<file path="src/rtl/pipeline_ctrl_pkg.sv">
// rtl/pipeline_ctrl_pkg.sv - shared types and constants for the pipeline stall/flush scheduler
package pipeline_ctrl_pkg;

    typedef enum logic {
        ST_RUN   = 1'b0,
        ST_IKILL = 1'b1
    } state_t;

    localparam logic [31:0] NOP_INSTR = 32'h0000_0013;
    localparam logic [31:0] RESET_PC  = 32'h8000_0000;

endpackage

</file>
<file path="src/rtl/pipeline_ctrl_if.sv">
// rtl/pipeline_ctrl_if.sv - hazard inputs and pipeline control outputs of the scheduler
interface pipeline_ctrl_if #(
    parameter int CNT_W = 32
);
    logic             imem_valid;
    logic             ex_redirect;
    logic             id_ex_mem_read;
    logic [4:0]       id_ex_rd;
    logic [4:0]       id_rs1;
    logic [4:0]       id_rs2;
    logic             id_use_rs1;
    logic             id_use_rs2;
    logic             dmem_req;
    logic             dmem_ready;
    logic             pc_we;
    logic             if_id_hazard;
    logic             if_id_flush;
    logic             id_ex_en;
    logic             id_ex_flush;
    logic             ex_mem_en;
    logic             mem_wb_flush;
    logic [CNT_W-1:0] perf_stall_cnt;
    logic [CNT_W-1:0] perf_flush_cnt;
    logic             bus_err;

    modport master (
        output imem_valid, ex_redirect, id_ex_mem_read, id_ex_rd, id_rs1, id_rs2,
               id_use_rs1, id_use_rs2, dmem_req, dmem_ready,
        input  pc_we, if_id_hazard, if_id_flush, id_ex_en, id_ex_flush, ex_mem_en,
               mem_wb_flush, perf_stall_cnt, perf_flush_cnt, bus_err
    );

    modport slave (
        input  imem_valid, ex_redirect, id_ex_mem_read, id_ex_rd, id_rs1, id_rs2,
               id_use_rs1, id_use_rs2, dmem_req, dmem_ready,
        output pc_we, if_id_hazard, if_id_flush, id_ex_en, id_ex_flush, ex_mem_en,
               mem_wb_flush, perf_stall_cnt, perf_flush_cnt, bus_err
    );
endinterface

</file>
<file path="src/rtl/pipeline_ctrl_load_use_detect.sv">
// rtl/pipeline_ctrl_load_use_detect.sv - load-use hazard compare between ID/EX load and ID sources
module load_use_detect (
    input  logic       mem_read,
    input  logic [4:0] rd,
    input  logic [4:0] rs1,
    input  logic [4:0] rs2,
    input  logic       use_rs1,
    input  logic       use_rs2,
    output logic       hazard
);
    // x0 is never a real dependency, so a load targeting it cannot stall ID
    assign hazard = mem_read && (rd != 5'd0) &&
                    ((use_rs1 && (rd == rs1)) || (use_rs2 && (rd == rs2)));
endmodule

</file>
<file path="src/rtl/pipeline_ctrl.sv">
// rtl/pipeline_ctrl.sv - stall/flush scheduler for the 5-stage pipeline with perf counters and dmem timeout
module pipeline_ctrl
    import pipeline_ctrl_pkg::*;
#(
    parameter int CNT_W        = 32,
    parameter int DMEM_TIMEOUT = 255,
    parameter int TO_W         = 8
) (
    input logic            clk,
    input logic            rst,
    pipeline_ctrl_if.slave bus
);
    localparam logic [TO_W-1:0] TO_LIMIT = TO_W'(DMEM_TIMEOUT);
    localparam logic [TO_W-1:0] TO_LAST  = TO_W'(DMEM_TIMEOUT - 1);

    state_t           state;
    logic [TO_W-1:0]  wait_cnt;
    logic [CNT_W-1:0] stall_cnt;
    logic [CNT_W-1:0] flush_cnt;
    logic             bus_err_q;

    logic freeze;
    logic ld_use;
    logic redir_fire;
    logic pc_we_c, if_id_hazard_c, if_id_flush_c, id_ex_en_c, id_ex_flush_c, ex_mem_en_c, mem_wb_flush_c;

    load_use_detect u_load_use_detect (
        .mem_read (bus.id_ex_mem_read),
        .rd       (bus.id_ex_rd),
        .rs1      (bus.id_rs1),
        .rs2      (bus.id_rs2),
        .use_rs1  (bus.id_use_rs1),
        .use_rs2  (bus.id_use_rs2),
        .hazard   (ld_use)
    );

    assign freeze     = bus.dmem_req && !bus.dmem_ready;
    assign redir_fire = !rst && !freeze && bus.ex_redirect;

    always_comb begin
        pc_we_c        = 1'b0;
        if_id_hazard_c = 1'b0;
        if_id_flush_c  = 1'b0;
        id_ex_en_c     = 1'b0;
        id_ex_flush_c  = 1'b0;
        ex_mem_en_c    = 1'b0;
        mem_wb_flush_c = 1'b0;
        if (!rst) begin
            id_ex_en_c  = 1'b1;
            ex_mem_en_c = 1'b1;
            if (freeze) begin
                if_id_hazard_c = 1'b1;
                id_ex_en_c     = 1'b0;
                ex_mem_en_c    = 1'b0;
                mem_wb_flush_c = 1'b1;
            end else if (bus.ex_redirect) begin
                pc_we_c       = 1'b1;
                if_id_flush_c = 1'b1;
                id_ex_flush_c = 1'b1;
            end else if (ld_use) begin
                if_id_hazard_c = 1'b1;
                id_ex_flush_c  = 1'b1;
            end else if (!bus.imem_valid || state == ST_IKILL) begin
                if_id_flush_c = 1'b1;
            end else begin
                pc_we_c = 1'b1;
            end
        end
    end

    always_ff @(posedge clk) begin
        if (rst) begin
            state     <= ST_RUN;
            wait_cnt  <= '0;
            stall_cnt <= '0;
            flush_cnt <= '0;
            bus_err_q <= 1'b0;
        end else begin
            if (freeze) begin
                if (wait_cnt != TO_LIMIT) wait_cnt <= wait_cnt + 1'b1;
                if (wait_cnt >= TO_LAST) bus_err_q <= 1'b1;
            end else begin
                wait_cnt <= '0;
            end

            // A redirect with a fetch still in flight must discard that stale response
            if (!freeze) begin
                if (bus.ex_redirect) begin
                    if (!bus.imem_valid) state <= ST_IKILL;
                end else if (bus.imem_valid) begin
                    state <= ST_RUN;
                end
            end

            if (!pc_we_c && stall_cnt != '1) stall_cnt <= stall_cnt + 1'b1;
            if (redir_fire && flush_cnt != '1) flush_cnt <= flush_cnt + 1'b1;
        end
    end

    assign bus.pc_we          = pc_we_c;
    assign bus.if_id_hazard   = if_id_hazard_c;
    assign bus.if_id_flush    = if_id_flush_c;
    assign bus.id_ex_en       = id_ex_en_c;
    assign bus.id_ex_flush    = id_ex_flush_c;
    assign bus.ex_mem_en      = ex_mem_en_c;
    assign bus.mem_wb_flush   = mem_wb_flush_c;
    assign bus.perf_stall_cnt = stall_cnt;
    assign bus.perf_flush_cnt = flush_cnt;
    assign bus.bus_err        = bus_err_q;
endmodule

</file>
<file path="src/flat_wrapper.sv">
// flat-port wrapper written by rule: the top's interface ports become plain ports
module pipeline_ctrl_flat import pipeline_ctrl_pkg::*;
#(
    parameter int CNT_W        = 32,
    parameter int DMEM_TIMEOUT = 255,
    parameter int TO_W         = 8
)
  (clk, rst, bus_imem_valid, bus_ex_redirect, bus_id_ex_mem_read, bus_id_ex_rd, bus_id_rs1, bus_id_rs2, bus_id_use_rs1, bus_id_use_rs2, bus_dmem_req, bus_dmem_ready, bus_pc_we, bus_if_id_hazard, bus_if_id_flush, bus_id_ex_en, bus_id_ex_flush, bus_ex_mem_en, bus_mem_wb_flush, bus_perf_stall_cnt, bus_perf_flush_cnt, bus_bus_err);
  pipeline_ctrl_if #(.CNT_W(CNT_W)) bus_i ();
  input logic clk;
  input logic rst;
  input wire logic [$bits(bus_i.imem_valid)-1:0] bus_imem_valid;
  input wire logic [$bits(bus_i.ex_redirect)-1:0] bus_ex_redirect;
  input wire logic [$bits(bus_i.id_ex_mem_read)-1:0] bus_id_ex_mem_read;
  input wire logic [$bits(bus_i.id_ex_rd)-1:0] bus_id_ex_rd;
  input wire logic [$bits(bus_i.id_rs1)-1:0] bus_id_rs1;
  input wire logic [$bits(bus_i.id_rs2)-1:0] bus_id_rs2;
  input wire logic [$bits(bus_i.id_use_rs1)-1:0] bus_id_use_rs1;
  input wire logic [$bits(bus_i.id_use_rs2)-1:0] bus_id_use_rs2;
  input wire logic [$bits(bus_i.dmem_req)-1:0] bus_dmem_req;
  input wire logic [$bits(bus_i.dmem_ready)-1:0] bus_dmem_ready;
  output wire logic [$bits(bus_i.pc_we)-1:0] bus_pc_we;
  output wire logic [$bits(bus_i.if_id_hazard)-1:0] bus_if_id_hazard;
  output wire logic [$bits(bus_i.if_id_flush)-1:0] bus_if_id_flush;
  output wire logic [$bits(bus_i.id_ex_en)-1:0] bus_id_ex_en;
  output wire logic [$bits(bus_i.id_ex_flush)-1:0] bus_id_ex_flush;
  output wire logic [$bits(bus_i.ex_mem_en)-1:0] bus_ex_mem_en;
  output wire logic [$bits(bus_i.mem_wb_flush)-1:0] bus_mem_wb_flush;
  output wire logic [$bits(bus_i.perf_stall_cnt)-1:0] bus_perf_stall_cnt;
  output wire logic [$bits(bus_i.perf_flush_cnt)-1:0] bus_perf_flush_cnt;
  output wire logic [$bits(bus_i.bus_err)-1:0] bus_bus_err;
  assign bus_i.imem_valid = bus_imem_valid;
  assign bus_i.ex_redirect = bus_ex_redirect;
  assign bus_i.id_ex_mem_read = bus_id_ex_mem_read;
  assign bus_i.id_ex_rd = bus_id_ex_rd;
  assign bus_i.id_rs1 = bus_id_rs1;
  assign bus_i.id_rs2 = bus_id_rs2;
  assign bus_i.id_use_rs1 = bus_id_use_rs1;
  assign bus_i.id_use_rs2 = bus_id_use_rs2;
  assign bus_i.dmem_req = bus_dmem_req;
  assign bus_i.dmem_ready = bus_dmem_ready;
  assign bus_pc_we = bus_i.pc_we;
  assign bus_if_id_hazard = bus_i.if_id_hazard;
  assign bus_if_id_flush = bus_i.if_id_flush;
  assign bus_id_ex_en = bus_i.id_ex_en;
  assign bus_id_ex_flush = bus_i.id_ex_flush;
  assign bus_ex_mem_en = bus_i.ex_mem_en;
  assign bus_mem_wb_flush = bus_i.mem_wb_flush;
  assign bus_perf_stall_cnt = bus_i.perf_stall_cnt;
  assign bus_perf_flush_cnt = bus_i.perf_flush_cnt;
  assign bus_bus_err = bus_i.bus_err;
  pipeline_ctrl #(.CNT_W(CNT_W), .DMEM_TIMEOUT(DMEM_TIMEOUT), .TO_W(TO_W)) u_core (.clk(clk), .rst(rst), .bus(bus_i));
endmodule
</file>
<file path="config.mk">
export PLATFORM = sky130hd
export DESIGN_NAME = pipeline_ctrl_flat
export DESIGN_NICKNAME = d
export VERILOG_FILES = /design/src/rtl/pipeline_ctrl_pkg.sv /design/src/rtl/pipeline_ctrl_if.sv /design/src/rtl/pipeline_ctrl_load_use_detect.sv /design/src/rtl/pipeline_ctrl.sv /design/src/flat_wrapper.sv
export SDC_FILE = /design/constraint.sdc
export NUM_CORES = 1
export LEC_CHECK = 0
export CORE_MARGIN = 3
export CORE_UTILIZATION = 45
export CTS_CLUSTER_SIZE = 14
export DETAILED_ROUTE_END_ITERATION = 8
export PLACE_DENSITY_LB_ADDON = 0.25
export SLEW_MARGIN = 40
export SYNTH_ARGS = -nofsm -noshare
export SYNTH_HDL_FRONTEND = slang
export SYNTH_HIERARCHICAL = 1
export SYNTH_SLANG_ARGS = --single-unit
</file>
<file path="constraint.sdc">
create_clock -name clk -period 2.6 [get_ports clk]
set_clock_uncertainty 0.05 [all_clocks]
set_input_delay 0.39 -clock clk [delete_from_list [all_inputs] [get_ports clk]]
set_output_delay 0.39 -clock clk [all_outputs]
set_load 0.03 [all_outputs]
</file>
## Yosys cells after proc, flatten, opt, wreduce, memory -nomap -nowiden

Index checks and enable logic that the tools add are counted.

| word-level totals | value |
|---|---|
| bits in registers | 74 |
| input port bits | 24 |
| output and inout bits | 72 |
| word-level logic and storage cells | 61 |

| cells by class | value |
|---|---|
| add/subtract/negate cells | 3 |
| order comparisons | 1 |
| equality and inequality tests | 6 |
| muxes and demuxes | 24 |
| bitwise gates (word level) | 1 |
| reduce and logical (&&, ||, !) cells | 21 |

Operators by type and width:

| kind | number |
|---|---|
| 32-bit by 1-bit adder with 32-bit output, second input constant | 2 |
| 32-bit != test, second input constant | 2 |
| 1-bit two-way mux | 24 |
| 5-bit equality test | 2 |
| 1-bit logical AND | 9 |
| 8-bit by 1-bit adder with 8-bit output, second input constant | 1 |
| 8-bit greater-or-equal comparator, second input constant | 1 |
| 8-bit != test, second input constant | 1 |
| 1-bit zero test | 5 |
| 5-bit nonzero test | 1 |
| 3-bit AND reduction | 1 |
| 1-bit logical OR | 2 |
| 2-bit != test, second input constant | 1 |
| 2-bit AND reduction | 1 |
| 2-bit nonzero test | 1 |
| 2-bit OR reduction | 1 |
| 1-bit inverter | 1 |

## Logic depth before layout (Yosys ltp)

Gate-level depths: netlist (run 1).

| logic depth | value |
|---|---|
| depth after elaboration | 10 |
| depth in mapped cells | 11 |

## Hierarchy

The synthesis (run 1) kept the hierarchy.

By module, submodules not included:

| module | instances | cells an instance | area an instance (sq um) |
|---|---|---|---|
| pipeline_ctrl | 1 | 461 | 3863.7 |
| load_use_detect | 1 | 17 | 133.9 |

## Least setup slack after synthesis (run 1)

No wires, ideal clock.

| path | value |
|---|---|
| path kind | input-to-reg |
| start | in bus_id_ex_rd[0] |
| end | reg u_core.stall_cnt[14], in the netlist u_core/bus.perf_stall_cnt[14] |
| arrival | 2.695 ns |
| required time | 2.422 ns |
| path slack | -0.273 ns |
| stages | 11 |
| path through | xor2_1 > nor4_2 > nand3_1 > a21oi_1 > nor3b_1 > o211ai_1 > inv_2 > clkbuf_1 > a2111oi_0 > xnor2_1 > nor2_1 |

| on the way | value |
|---|---|
| cells in the longest elaborated chain, start to end | 10 |

RTL lines:

| what | line | RTL |
|---|---|---|
| start, declared | flat_wrapper.sv:15 | `input wire logic [$bits(bus_i.id_ex_rd)-1:0] bus_id_ex_rd;` |
| 5-bit equality test | pipeline_ctrl_load_use_detect.sv:13 | `((use_rs1 && (rd == rs1)) \|\| (use_rs2 && (rd == rs2)));` |
| 1-bit logical AND | pipeline_ctrl_load_use_detect.sv:13 |  |
| 1-bit logical OR | pipeline_ctrl_load_use_detect.sv:13 |  |
| 1-bit logical AND (*) | pipeline_ctrl_load_use_detect.sv:12 | `assign hazard = mem_read && (rd != 5'd0) &&` |
| net u_core.ld_use | pipeline_ctrl.sv:23 | `logic ld_use;` |
| 1-bit two-way mux (*) | pipeline_ctrl.sv:60 | `end else if (ld_use) begin` |
| 1-bit two-way mux (*) | pipeline_ctrl.sv:56 | `end else if (bus.ex_redirect) begin` |
| 1-bit two-way mux (*) | pipeline_ctrl.sv:51 | `if (freeze) begin` |
| 1-bit two-way mux (*) | pipeline_ctrl.sv:48 | `if (!rst) begin` |
| net bus_pc_we | flat_wrapper.sv:22 | `output wire logic [$bits(bus_i.pc_we)-1:0] bus_pc_we;` |
| 1-bit zero test (*) | pipeline_ctrl.sv:95 | `if (!pc_we_c && stall_cnt != '1) stall_cnt <= stall_cnt + 1'b1;` |
| 1-bit logical AND (*) | pipeline_ctrl.sv:95 |  |
| end signal, assigned | pipeline_ctrl.sv:95 |  |
| end, declared | pipeline_ctrl.sv:18 | `logic [CNT_W-1:0] stall_cnt;` |

The timed path passes the listed nets; every way through them passes the cells marked *.
A chain may end at the register's enable or synchronous reset.

## Final worst setup path (run 1)

| path | value |
|---|---|
| start | in bus_id_rs2[0] |
| end | reg u_core.stall_cnt[30], in the netlist u_core/bus.perf_stall_cnt[30] |

| on the way | value |
|---|---|
| cells in the longest elaborated chain, start to end | 10 |

RTL lines:

| what | line | RTL |
|---|---|---|
| start, declared | flat_wrapper.sv:17 | `input wire logic [$bits(bus_i.id_rs2)-1:0] bus_id_rs2;` |
| 5-bit equality test | pipeline_ctrl_load_use_detect.sv:13 |  |
| 1-bit logical AND | pipeline_ctrl_load_use_detect.sv:13 |  |
| 1-bit logical OR | pipeline_ctrl_load_use_detect.sv:13 |  |
| 1-bit logical AND | pipeline_ctrl_load_use_detect.sv:12 |  |
| net u_core.ld_use | pipeline_ctrl.sv:23 |  |
| 1-bit two-way mux | pipeline_ctrl.sv:60 |  |
| 1-bit two-way mux | pipeline_ctrl.sv:56 |  |
| 1-bit two-way mux | pipeline_ctrl.sv:51 |  |
| 1-bit two-way mux | pipeline_ctrl.sv:48 |  |
| 1-bit zero test | pipeline_ctrl.sv:95 |  |
| 1-bit logical AND | pipeline_ctrl.sv:95 |  |

The timed path passes the listed nets, and every way through them passes these cells.

==> reports/results.ini, run 1 <==
[placement]
hpwl_um=8350
io_buffers=95
dp_slack_ps=-703
dpl.cell_count=697
gp_congestion=0.848

[clocking]
clk_pin_slew_ps=70
clk_latency_ps=340
h-tree-depth=3
tritoncts=yes
cts_root_buf=clkbuf_8
clock-sinks=74
cts_buffer_depth=2
postCtsHoldBufs=0
cts_buffers=9

[status]
outcome=completed

[timing]
hold_viol=0
min_period_ps=2500
setup_viol=0
setup_ws_ps=99.2
setup_tns_ps=0
layout_worst_path_cycle_share_pct=96.2
max_slew_margin_pct=60.7
fmax_mhz=400
maxSlewViolCount=0
worst_pin_slew_ps=584
rsz0062_at_grt=yes

[worst_setup_path]
arrival_ps=2730
start_kind=input port
path_max_fanout=4
r2r_slack_ps=150
cp_cell_sequence=clkdlybuf4s50_1, xnor2_1, nand3_1, a21oi_2, nor3b_2, o211ai_1, buf_4, inv_4, or4_4, or3_4, a21oi_2
ff2ff_path_depth=6
critPathKind=input port to register
max_stage_delay_ps=520
end_kind=register
cp_slowest_cell=or4_4
r2r-end=u_core/bus.perf_stall_cnt[30]
critPathRequiredTime_ps=2830
worstReg2RegStart=u_core/bus.perf_stall_cnt[1]
cp_common_cell=a21oi_2

[logic_synthesis]
synth_edf_count=0
synthFlopType=dfxtp_1
yosys.area.top_type=dfxtp_1
netlist.area_leader.share_pct=37.1
syn_inst=478
ys_ff_latch=74
synth-async-reset-ratio_pct=0
synth.distinct_cells=60
synth.most_common_cell=dfxtp_1
yosys-top-cells-area=dfxtp_1 (37%), a21oi_1 (6.4%), or4_1 (3.9%)
yosysSeqAreaShare_pct=37.1
netlist_area_um2=4000
syn_avg_cell_area_um2=8.36
ys_top_cells_by_count=dfxtp_1 (74), a21oi_1 (51), nand2_1 (31)
yosysWarnings=6
synthesis.nets=506

[power]
p_leak_uw=0.00187
p_per_area_nw_per_um2=388
p_seq_share_pct=54.0
ir_drop_mv=0.215
clkPwrFrac_pct=35.0
p_int_uw=1590
p_sw_uw=544
power_frac_comb_pct=10.9
swShare_pct=25.5

[global_route]
grt_antenna_before_repair=0
grt_pass1_wl_um=18500
grt_usage_pct=22.2
grt_max_degree=32
grt_pass1_vias=3996
overflow=0

[job]
maxCapViolations=0

[die]
die_y_um=100
die-area_um2=10100
rows=33
ios=96
initial_core_util_pct=47.5
core_area_um2=8420
die_x_um=100

[finish]
nets=635
syn_to_final_growth_pct=37.6
drive_gt1_share_pct=16.7
antenna_cells=0
final_cells=716

[routing]
drc=0
first_iter_violations=218
drt-total-wl_um=11400
via_per_inst=5.88
wl_per_cell_um=15.9
vias=4212
firstDrtPassIters=4
ant_nets=0

[worst_hold_path]
whs_path_depth=2
hold_end=u_core/bus.bus_err
holdCritStartpoint=u_core/bus.bus_err
hp-class=register to register

[routing by layer]
layer	GRT usage (%)	wire [um]
met1	28.0	4940
met2	37.5	5620
met3	4.59	673
met4	7.56	159
met5	0	0
[how the worst max path moves through the flow]
stage | startpoint | to | slack (ps) | cells past startpoint
final | bus_id_rs2[0] | u_core/bus.perf_stall_cnt[30] | 100 | 11
after global routing | bus_id_ex_rd[2] | u_core/bus.perf_stall_cnt[30] | -30 | 12
after CTS | bus_id_ex_rd[4] | u_core/bus.perf_stall_cnt[30] | 4 | 12
after detailed placement | bus_id_ex_rd[1] | u_core/bus.perf_stall_cnt[30] | -700 | 11
after global placement | bus_id_ex_rd[1] | u_core/bus.perf_stall_cnt[30] | -570 | 11
after floorplan | bus_id_ex_rd[1] | u_core/bus.perf_stall_cnt[23] | -120 | 10
[through the flow]
stage / cell area, um^2 / utilization (%) / power, uW / hold slack, ps
4_1_cts: 5450 / 64.7 / 2140 / 447
6_report: 5500 / 65.3 / 2130 / 445
3_3_place_gp: 5280 / 62.6 / 1390 / 414
2_1_floorplan: 4010 / - / 1290 / 435
3_5_place_dp: 5280 / 62.6 / 1400 / 435
5_1_grt: 5500 / 65.3 / 2220 / 461
[cell usage in the layout (no fill, tap or decap), drive strengths merged, types with 2 or more instances in the layout]
cell,count
clkdlybuf4s50,76
dfxtp,74
buf,56
a21oi,51
nand2,31
nor2,27
nand3,25
or4,23
nand4,22
o21ai,22
or3,22
o31ai,19
xnor2,16
clkbuf,15
inv,13
and4,12
xor2,11
nor4,10
and3,8
and2,6
o21a,5
nor3,5
a211oi,5
clkdlybuf4s15,5
nor2b,4
o41ai,4
ha,4
nand2b,3
mux2,3
o31a,3
a2111oi,3
clkinv,2
o211ai,2
mux2i,2
or2,2
o311ai,2
a31oi,2
nor3b,2
[area by class of cell]
class	count	area [um^2]
fill	716	2920
clock inverter	3	17.5
sequential	74	1480
tap	105	131
inverter	13	51.3
clock buffer	12	135
timing repair buffer	141	1260
multi-input combinational	368	2420
[what timing repair did]
item / 4_1_cts / 5_1_grt
endpoints found under the setup margin: 34 / 23
buffers inserted: 4 / 1
pin swaps: 13 / 23
endpoints found under the hold margin: 0 / 0
resized for setup: 33 / 21
gates cloned: 0 / 0
[cells by family after synthesis]
| family | Yosys count | share of synthesized area [%] |
|---|---|---|
| buffers and inverters | 36 | 4.04 |
| DFF | 74 | 37.1 |
| adders and majority gates | 4 | 1.25 |
| xor gates and xnor gates | 27 | 5.92 |
| muxes | 5 | 1.35 |
| and+or+nand+nor | 208 | 30.9 |
| AOI/OAI and AO/OA | 124 | 19.5 |
[sequential cells by signal, summed over array words and instances, names as in the netlist]
register	count
u_core/bus.bus_err	1
u_core/bus.perf_flush_cnt	32
u_core/bus.perf_stall_cnt	32
u_core/state	1
u_core/wait_cnt	8
[critical path: cells and delay by family]
kind | cells | cell delay, ps
xor+xnor | 1 | 120
compound gates | 3 | 510
buf+inv | 3 | 670
simple gates | 4 | 1050
[power groups by stage]
stage	clock network, uW	registers [uW]	logic [uW]
2_1_floorplan	0	1190	94.1
3_5_place_dp	0	1180	223
3_3_place_gp	0	1180	217
5_1_grt	814	1150	251
4_1_cts	769	1150	223
6_report	747	1150	233
Note: power is estimated with default switching activity, not from simulation.
==> run 2, diff against run 1 <==
--- a/config.mk
+++ b/config.mk
@@ -7,11 +7,12 @@
 export LEC_CHECK = 0
 export CORE_MARGIN = 3
 export CORE_UTILIZATION = 45
-export CTS_CLUSTER_SIZE = 14
+export CTS_CLUSTER_SIZE = 30
 export DETAILED_ROUTE_END_ITERATION = 8
 export PLACE_DENSITY_LB_ADDON = 0.25
-export SLEW_MARGIN = 40
+export SLEW_MARGIN = 20
 export SYNTH_ARGS = -nofsm -noshare
 export SYNTH_HDL_FRONTEND = slang
 export SYNTH_HIERARCHICAL = 1
 export SYNTH_SLANG_ARGS = --single-unit
+export TNS_END_PERCENT = 50
==> results of run 2 <==
Same layout as run 1: the final DEF is identical, and so are final timing and power.
